**src/rtl/rbus_pkg.sv**
```systemverilog
// Shared ring-bus framing constants and frame-tracker state type.
package rbus_pkg;

  localparam int unsigned RBUS_SLOT_SHORT_LEN = 2;
  localparam int unsigned RBUS_SLOT_LONG_LEN  = 9;
  localparam int unsigned RBUS_HDR_TYPE_BIT   = 39;

  typedef enum logic [1:0] {
    HUNT,
    CHECK,
    LOCKED
  } rbus_frm_state_t;

endpackage

```
**src/rtl/rsbus_slot_counter.sv**
```systemverilog
// Slot position counter: remaining-word count, word index and slot type,
// reloaded on a header by type; o_due flags the cycle a header must arrive.
module rsbus_slot_counter
  import rbus_pkg::*;
#(
  parameter int unsigned SHORT_LEN = RBUS_SLOT_SHORT_LEN,
  parameter int unsigned LONG_LEN  = RBUS_SLOT_LONG_LEN
) (
  input  logic       clk,
  input  logic       rst,
  input  logic       i_load,
  input  logic       i_load_long,
  input  logic       i_step,
  output logic       o_due,
  output logic       o_long,
  output logic [3:0] o_idx,
  output logic       o_last
);

  localparam logic [3:0] SHORT_M1 = 4'(SHORT_LEN - 1);
  localparam logic [3:0] LONG_M1  = 4'(LONG_LEN - 1);

  logic [3:0] r_rem;
  logic [3:0] r_idx;
  logic       r_long;

  // o_long/o_idx/o_last describe the word presented this cycle.
  assign o_due  = (r_rem == '0);
  assign o_long = i_load ? i_load_long : r_long;
  assign o_idx  = i_load ? '0 : (r_idx + 4'd1);
  assign o_last = (o_idx == (o_long ? LONG_M1 : SHORT_M1));

  always_ff @(posedge clk or posedge rst) begin
    if (rst) begin
      r_rem  <= '0;
      r_idx  <= '0;
      r_long <= 1'b0;
    end else if (i_load) begin
      r_rem  <= i_load_long ? LONG_M1 : SHORT_M1;
      r_idx  <= '0;
      r_long <= i_load_long;
    end else if (i_step && (r_rem != '0)) begin
      r_rem <= r_rem - 4'd1;
      r_idx <= r_idx + 4'd1;
    end
  end

endmodule

```
**src/rtl/rsbus_frame_tracker.sv**
```systemverilog
// Ring-bus receive frame synchroniser: locks onto the short/long super-frame.
// RSBUS_FRAME_TRACKER_ERRCNT_EN builds the saturating o_err_cnt counter.
module rsbus_frame_tracker
  import rbus_pkg::*;
#(
  parameter int unsigned SHORT_LEN = RBUS_SLOT_SHORT_LEN,
  parameter int unsigned LONG_LEN  = RBUS_SLOT_LONG_LEN,
  parameter int unsigned LOCK_CNT  = 3,
  parameter int unsigned LOSS_CNT  = 2
) (
  input  logic        clk,
  input  logic        rst,
  input  logic        i_sof,
  input  logic [11:0] i_ctrl,
  input  logic [71:0] i_bus,
  output logic        o_sof,
  output logic [11:0] o_ctrl,
  output logic [71:0] o_bus,
  output logic        o_long,
  output logic [3:0]  o_idx,
  output logic        o_last,
  output logic        o_locked,
  output logic        o_err,
  output logic [15:0] o_err_cnt
);

  localparam logic [3:0] LOCK_C = 4'(LOCK_CNT);
  localparam logic [3:0] LOSS_C = 4'(LOSS_CNT);

  rbus_frm_state_t r_state, w_state_nxt;
  logic [3:0] r_good_cnt, w_good_nxt;
  logic [3:0] r_bad_cnt, w_bad_nxt;
  logic       r_exp_long;

  logic       w_hdr_long, w_tracking, w_type_ok, w_good_hdr, w_bad;
  logic       w_due, w_load, w_load_long, w_step, w_nxt_locked;
  logic       w_cur_long, w_cur_last;
  logic [3:0] w_cur_idx;

  logic        r_sof, r_long, r_last, r_locked, r_err;
  logic [3:0]  r_idx;
  logic [11:0] r_ctrl;
  logic [71:0] r_bus;

  assign w_hdr_long = i_bus[RBUS_HDR_TYPE_BIT];
  assign w_tracking = (r_state != HUNT);
  assign w_type_ok  = (w_hdr_long == r_exp_long);
  assign w_good_hdr = w_tracking && w_due && i_sof && w_type_ok;
  assign w_bad      = w_tracking && (w_due ? !(i_sof && w_type_ok) : i_sof);
  assign w_step     = w_tracking && !w_due && !i_sof;

  // Lock progress counts accepted long headers; a non-fatal bad slot while
  // locked resyncs to the offending header, or free-runs if none arrived.
  always_comb begin
    w_state_nxt = r_state;
    w_good_nxt  = r_good_cnt;
    w_bad_nxt   = r_bad_cnt;
    w_load      = 1'b0;
    w_load_long = 1'b0;
    unique case (r_state)
      HUNT: begin
        if (i_sof && !w_hdr_long) begin
          w_state_nxt = CHECK;
          w_good_nxt  = '0;
          w_load      = 1'b1;
        end
      end
      CHECK: begin
        if (w_bad) begin
          w_state_nxt = HUNT;
        end else if (w_good_hdr) begin
          w_load      = 1'b1;
          w_load_long = w_hdr_long;
          if (w_hdr_long) begin
            w_good_nxt = r_good_cnt + 4'd1;
            if (w_good_nxt == LOCK_C) begin
              w_state_nxt = LOCKED;
              w_bad_nxt   = '0;
            end
          end
        end
      end
      LOCKED: begin
        if (w_good_hdr) begin
          w_load      = 1'b1;
          w_load_long = w_hdr_long;
          w_bad_nxt   = '0;
        end else if (w_bad) begin
          w_bad_nxt = r_bad_cnt + 4'd1;
          if (w_bad_nxt == LOSS_C) begin
            w_state_nxt = HUNT;
          end else begin
            w_load      = 1'b1;
            w_load_long = i_sof ? w_hdr_long : r_exp_long;
          end
        end
      end
      default: w_state_nxt = HUNT;
    endcase
  end

  assign w_nxt_locked = (w_state_nxt == LOCKED);

  rsbus_slot_counter #(
    .SHORT_LEN (SHORT_LEN),
    .LONG_LEN  (LONG_LEN)
  ) u_slot_counter (
    .clk         (clk),
    .rst         (rst),
    .i_load      (w_load),
    .i_load_long (w_load_long),
    .i_step      (w_step),
    .o_due       (w_due),
    .o_long      (w_cur_long),
    .o_idx       (w_cur_idx),
    .o_last      (w_cur_last)
  );

  always_ff @(posedge clk or posedge rst) begin
    if (rst) begin
      r_state    <= HUNT;
      r_good_cnt <= '0;
      r_bad_cnt  <= '0;
      r_exp_long <= 1'b0;
    end else begin
      r_state    <= w_state_nxt;
      r_good_cnt <= w_good_nxt;
      r_bad_cnt  <= w_bad_nxt;
      if (w_load) r_exp_long <= !w_load_long;
    end
  end

  always_ff @(posedge clk or posedge rst) begin
    if (rst) begin
      r_sof    <= 1'b0;
      r_ctrl   <= '0;
      r_bus    <= '0;
      r_long   <= 1'b0;
      r_idx    <= '0;
      r_last   <= 1'b0;
      r_locked <= 1'b0;
      r_err    <= 1'b0;
    end else begin
      r_sof    <= i_sof && w_nxt_locked;
      r_ctrl   <= i_ctrl;
      r_bus    <= i_bus;
      r_long   <= w_cur_long && w_nxt_locked;
      r_idx    <= w_nxt_locked ? w_cur_idx : '0;
      r_last   <= w_cur_last && w_nxt_locked;
      r_locked <= w_nxt_locked;
      r_err    <= w_bad;
    end
  end

`ifdef RSBUS_FRAME_TRACKER_ERRCNT_EN
  logic [15:0] r_err_cnt;

  always_ff @(posedge clk or posedge rst) begin
    if (rst) begin
      r_err_cnt <= '0;
    end else if (w_bad && (r_err_cnt != '1)) begin
      r_err_cnt <= r_err_cnt + 16'd1;
    end
  end

  assign o_err_cnt = r_err_cnt;
`else
  assign o_err_cnt = '0;
`endif

  assign o_sof    = r_sof;
  assign o_ctrl   = r_ctrl;
  assign o_bus    = r_bus;
  assign o_long   = r_long;
  assign o_idx    = r_idx;
  assign o_last   = r_last;
  assign o_locked = r_locked;
  assign o_err    = r_err;

endmodule
```
**config.mk**
```make
export PLATFORM = sky130hd
export DESIGN_NAME = rsbus_frame_tracker
export DESIGN_NICKNAME = d
export VERILOG_FILES = /design/src/rtl/rbus_pkg.sv /design/src/rtl/rsbus_slot_counter.sv /design/src/rtl/rsbus_frame_tracker.sv
export SDC_FILE = /design/constraint.sdc
export NUM_CORES = 1
export LEC_CHECK = 0
export ABC_CLOCK_PERIOD_IN_PS = 4200
export CAP_MARGIN = 20
export CORE_MARGIN = 1.5
export CORE_UTILIZATION = 37
export CTS_CLUSTER_DIAMETER = 200
export DETAILED_ROUTE_END_ITERATION = 8
export PLACE_DENSITY = 0.84
export SETUP_SLACK_MARGIN = 0.2
export SKIP_LAST_GASP = 1
export SYNTH_ARGS = -nofsm -noshare
export SYNTH_HDL_FRONTEND = slang
export SYNTH_SLANG_ARGS = --single-unit
```
**constraint.sdc**
```tcl
create_clock -name clk -period 4.2 [get_ports clk]
set_input_delay 0.84 -clock clk [delete_from_list [all_inputs] [get_ports clk]]
set_output_delay 0.84 -clock clk [all_outputs]
set_load 0.01 [all_outputs]
```
# Word-level counts from Yosys, hierarchy flattened
# Cells that the tools add are included.
# word_totals
reg_bits	113
latch_bits	0
ramBits	0
romBits	0
in_bits	87
out_inout_bits	109
memories	0
# op_classes
n_addsub	4
mul	0
div_mod_pow	0
n_lt_le_gt_ge	0
n_eq_ne	13
n_shift	0
mux	45
bitwise_logic	0
n_reduce_logical	26
# ops
operator	n
4-bit two-way mux	18
2-bit two-way mux	8
4-bit one-hot mux with 2 select lines	2
1-bit two-way mux	14
4-bit by 1-bit adder with 4-bit output (second input constant)	3
1-bit logical AND	12
2-bit inequality test (second input constant)	5
4-bit by 2-bit equality test with 1-bit output (second input constant)	2
2-bit nonzero test	4
2-bit one-hot mux with 3 select lines	1
6-bit AND reduction	1
1-bit logical NOT	5
5-bit AND reduction	1
2-bit equality test (second input constant)	2
4-bit equality test	1
4-bit logical NOT	1
4-bit nonzero test	1
4-bit by 1-bit subtractor with 4-bit output (second input constant)	1
3-bit inequality test (second input constant)	1
1-bit one-hot mux with 3 select lines	1
2-bit by 1-bit equality test with 1-bit output (second input constant)	1
2-bit logical NOT	1
1-bit one-hot mux with 2 select lines	1
1-bit equality test	1

# Depth between registers and ports, before layout
# logic_depth
ltp_word	12
mapped_depth	9
depth_no_buf	7

# Cells and area by module
# From an unflattened synthesis, not the netlist that was laid out.
# hier_totals
cells_unflattened	296
area_unflattened_um2	4093.9
# by_module_without_submodules
mod	instances	cells_each	area_each_um2	seq_area_each_um2
rsbus_frame_tracker	1	230	3527.1	2602.5
rsbus_slot_counter	1	66	566.8	225.2

# Worst setup path after synthesis
# OpenSTA, ideal clock, no wires.
# synth_timing
path_kind	input to register
from	in i_sof
to	reg r_long (netlist: o_long)
setup_time_ps	151
arrival_ps	2188
slack_ps	1861
cell_stages	6
n_path_buf	1
path_cell_list	buf_4 nand4bb_4 o41a_1 o32ai_4 o311ai_1 nor4b_1
# synth_via
elab_chain_cells	9
# synth_lines
element	line	text
start: declaration	rsbus_frame_tracker.sv:13	input logic i_sof,
1-bit logical AND	rsbus_frame_tracker.sv:49	assign w_bad = w_tracking && (w_due ? !(i_sof && w_type_ok) : i_sof);
1-bit logical NOT	rsbus_frame_tracker.sv:49	
1-bit two-way mux	rsbus_frame_tracker.sv:49	
1-bit logical AND	rsbus_frame_tracker.sv:49	
2-bit two-way mux or 1-bit two-way mux (tied branches)	rsbus_frame_tracker.sv:88	end else if (w_bad) begin
2-bit two-way mux or 1-bit two-way mux (tied branches)	rsbus_frame_tracker.sv:84	if (w_good_hdr) begin
2-bit one-hot mux with 3 select lines (tied with other cells)	rsbus_frame_tracker.sv:60	unique case (r_state)
2-bit equality test or 1-bit two-way mux (tied branches)	-	
1-bit logical AND *	rsbus_frame_tracker.sv:147	r_long <= w_cur_long && w_nxt_locked;
end signal: assignment	rsbus_frame_tracker.sv:147	
end: declaration	rsbus_frame_tracker.sv:40	logic r_sof, r_long, r_last, r_locked, r_err;
# Mark *: on every way between the ends. The rest lies on a longest branch, timed or not.
# A chain may end at the register's enable or synchronous reset.

# Final worst setup path
# layout_timing
from	in i_bus[39]
to	reg r_long (netlist: o_long)
# layout_via
elab_chain_cells	10
# layout_lines
element	line	text
start: declaration	rsbus_frame_tracker.sv:15	input logic [71:0] i_bus,
1-bit equality test	rsbus_frame_tracker.sv:47	assign w_type_ok = (w_hdr_long == r_exp_long);
1-bit logical AND	rsbus_frame_tracker.sv:49	
1-bit logical NOT	rsbus_frame_tracker.sv:49	
1-bit two-way mux	rsbus_frame_tracker.sv:49	
1-bit logical AND	rsbus_frame_tracker.sv:49	
2-bit two-way mux or 1-bit two-way mux (tied branches)	rsbus_frame_tracker.sv:88	
2-bit two-way mux or 1-bit two-way mux (tied branches)	rsbus_frame_tracker.sv:84	
2-bit one-hot mux with 3 select lines (tied with other cells)	rsbus_frame_tracker.sv:60	
2-bit equality test or 1-bit two-way mux (tied branches)	-	
1-bit logical AND *	rsbus_frame_tracker.sv:147	
# Marks and branches as above.

==> reports/metrics.yaml <==
run_status:
  outcome: "finished, final reports clean"
critical_path:
  critPathTopFamily: "compound AO/OA/AOI/OAI gates"
  path_cells: "clkdlybuf4s50_1, xor2_1, o21ai_0, o32ai_4, o311ai_1, nor4b_1"
  critPathBufInv: 1
  worst_ep_required_time_ps: 4550
  critPathKind: "in -> reg"
  cp_slowest_cell: "o32ai_4"
  critical_path_arrival_ps: 3190
  crit_fanout: 17
  slowest_delay_ps: 620
  cp-end-kind: "register"
  worst_setup_path_start_kind: "input port"
die:
  die_x_um: 107.1
  fp.dieH_um: 107.1
  row_count: 37
  core_area_um2: 10420
  die_area_um2: 11460
  ios: 196
  initial_utilization_pct: 38.46
power:
  pwr-share-comb_pct: 18.7
  cellPowerDensity_nw_per_um2: 516.4
  total_power_mw: 3.361
  ir_worst_vdd_mv: 0.3591
  clockPowerShare_pct: 43.6
  p_int_mw: 2.478
  switching_share_pct: 26.27
  p_leak_nw: 2.788
  pwr-share-seq_pct: 37.7
  p_sw_uw: 882.9
clock_tree:
  cts_setup_buffers: 0
  cts_buffers: 17
  clkSinkCount: 113
  cts_buffer_depth: 2
  hold_buffers: 0
  htreeDepth: 4
  clk_latency_ps: 500
  cts-root-buf: "clkbuf_8"
  ctsResizeCount: 0
  cts_tree: "done"
  clk_pin_slew_ps: 50
cells_and_area:
  diodes: 0
  fin_cells: 613
  fin_util_pct: 62.47
  final_cell_area_um2: 6507
  nets: 562
  syn_to_final_growth_pct: 62.43
  layout_commonest_cell: "clkdlybuf4s50_1"
  drive_gt1_share_pct: 9.853
  mostFrequentLayoutCells: "clkdlybuf4s50_1, dfrtp_1, conb_1, clkbuf_16, nor2_1"
  final.fill_count: 767
synth:
  synth_top_cell_area_share_pct: 70.58
  ys_warn_count: 0
  synth_edf_count: 0
  synth-seq-cells: 113
  syn-instance-count: 272
  synth_cell_types: 53
  synthFlopType: "dfrtp_1"
  netlist_top_cells_area: "dfrtp_1, buf_4, ha_1"
  synth_area_per_cell_um2: 14.73
  async_flop_share_pct: 100.0
  synth_seq_area_share_pct: 70.58
  synth_area_leader_cell: "dfrtp_1"
  syn_area_um2: 4006
detailed_routing:
  wl_per_cell_um: 16.91
  ant_nets: 0
  vias: 2780
  drt-total-wl_um: 10370
  drt_pass1_iterations: 4
  drt_iter0_drc: 72
  drc_errors: 0
  detail_route.vias_per_cell: 4.535
job:
  cap_violations: 0
placed_design:
  port_buffers: 179
  dpl-instance-area_um2: 5893
  pre_cts_slack_ps: 829.2
  place_congestion: 0.8162
  placedCellCount: 582
  dp_hpwl_um: 7537
timing:
  fin_setup_tns_ps: 0
  hold_slack_ps: 552.8
  timing.final.max_slew_violations: 0
  setup_violations: 0
  post-route-period-util_pct: 67.72
  final_hold_viol_count: 0
  skew_ps: 7.322
  fin_ws_ps: 1356
  relSlewSlack_pct: 51.81
  worst_pin_slew_ps: 722.8
  max_freq_ghz: 0.3516
  finalCriticalPeriod_ps: 2844
  rsz0062_at_grt: "false"
global_route:
  busiest_layer: "met2"
  use_met2_pct: 33.08
  grt_max_degree: 70
  grt_usage_pct: 18.63
  grt_pass1_vias: 2905
  grt.overflow.total: 0
  antenna_found_initial: 0
  grt_pass1_wl_um: 15640
  grt_use_met1_pct: 20.06
  met3_usage_pct: 7.842
min_path:
  min_path_type: "reg -> reg"
## per-layer routing
layer / wire length [µm] / part of all wire (%) / vias up
li1: - / - / 1294
met1: 3810 / 37 / 1361
met2: 5642 / 54 / 119
met3: 830 / 8.0 / 6
met4: 84 / 0.81 / 0
met5: 0 / 0 / -
## worst reg2reg max path, stage by stage (launching register included)
cell      delay [ps]
dfrtp_1          410
inv_1             70
ha_1             240
nor3b_2          290
o211ai_1         270
o32ai_4          620
o311ai_1         330
nor4b_1          230
## synthesized netlist by cell type (2+ instances only)
cell and instances:
o311ai_1 2, dfrtp_1 113, buf_2 2, o31ai_1 2, buf_4 17, xor2_1 6, nor4_1 2, nand3_1 5
a22o_1 2, mux2i_1 2, nand2_1 10, ha_1 10, o21a_1 3, or3b_1 2, a21oi_1 3, nor3_2 3
inv_1 13, nand3b_1 4, nor3b_1 3, o211ai_1 2, xnor2_1 4, o21ai_0 10, nor4b_1 3, nand2b_1 2
nor2_1 14, o32ai_4 2, a21o_1 3, nor3_1 3
## final cells by class
class / instances / area [µm²] / area share, %
inverter: 13 / 51.30 / 0.7883
multi-input combinational: 140 / 1032 / 15.86
tap: 136 / 170.2 / 2.615
timing repair buffer: 180 / 1812 / 27.84
clock inverter: 13 / 186.4 / 2.865
clock buffer: 18 / 427.9 / 6.576
sequential: 113 / 2828 / 43.45
## sequential cells by signal (all words and copies together), names as in the netlist
| signal | cells |
|---|---|
| o_bus | 72 |
| o_ctrl | 12 |
| o_err | 1 |
| o_idx | 4 |
| o_last | 1 |
| o_locked | 1 |
| o_long | 1 |
| o_sof | 1 |
| r_bad_cnt | 4 |
| r_exp_long | 1 |
| r_good_cnt | 4 |
| r_state | 2 |
| u_slot_counter.r_idx | 4 |
| u_slot_counter.r_long | 1 |
| u_slot_counter.r_rem | 4 |
## cells by family after synthesis
family          synth area share (%)
flops                          70.58
buf+inv                        5.059
fa+ha+maj                      3.123
other cells                  0.09360
xor+xnor                       2.186
compound gates                 8.651
simple gates                   9.807
mux                           0.4997
## worst paths after layout
path                                                      from                         endpoint  slack, ps  cells past startpoint
max in group asynchronous                                  rst              o_ctrl[1]$_DFF_PP0_       2670                      3
hold reg to reg                u_slot_counter.r_long$_DFF_PP0_  u_slot_counter.r_long$_DFF_PP0_        550                      1
setup / recovery                                     i_bus[39]                 o_long$_DFF_PP0_       1360                      6
min in group asynchronous                                  rst              o_bus[15]$_DFF_PP0_        780                      2
hold / removal                 u_slot_counter.r_long$_DFF_PP0_  u_slot_counter.r_long$_DFF_PP0_        550                      1
setup reg to reg           u_slot_counter.r_rem[0]$_DFFE_PP0P_                 o_long$_DFF_PP0_       1600                      7
## power groups by stage
stage	clock network, mW	registers [mW]	logic [mW]
floorplan	0	1.29	0.380
global placement	0	1.28	0.603
detailed placement	0	1.28	0.630
CTS	1.50	1.27	0.635
global route	1.56	1.28	0.689
finish	1.47	1.27	0.628
No activity file was read; power rests on OpenSTA's default activity.
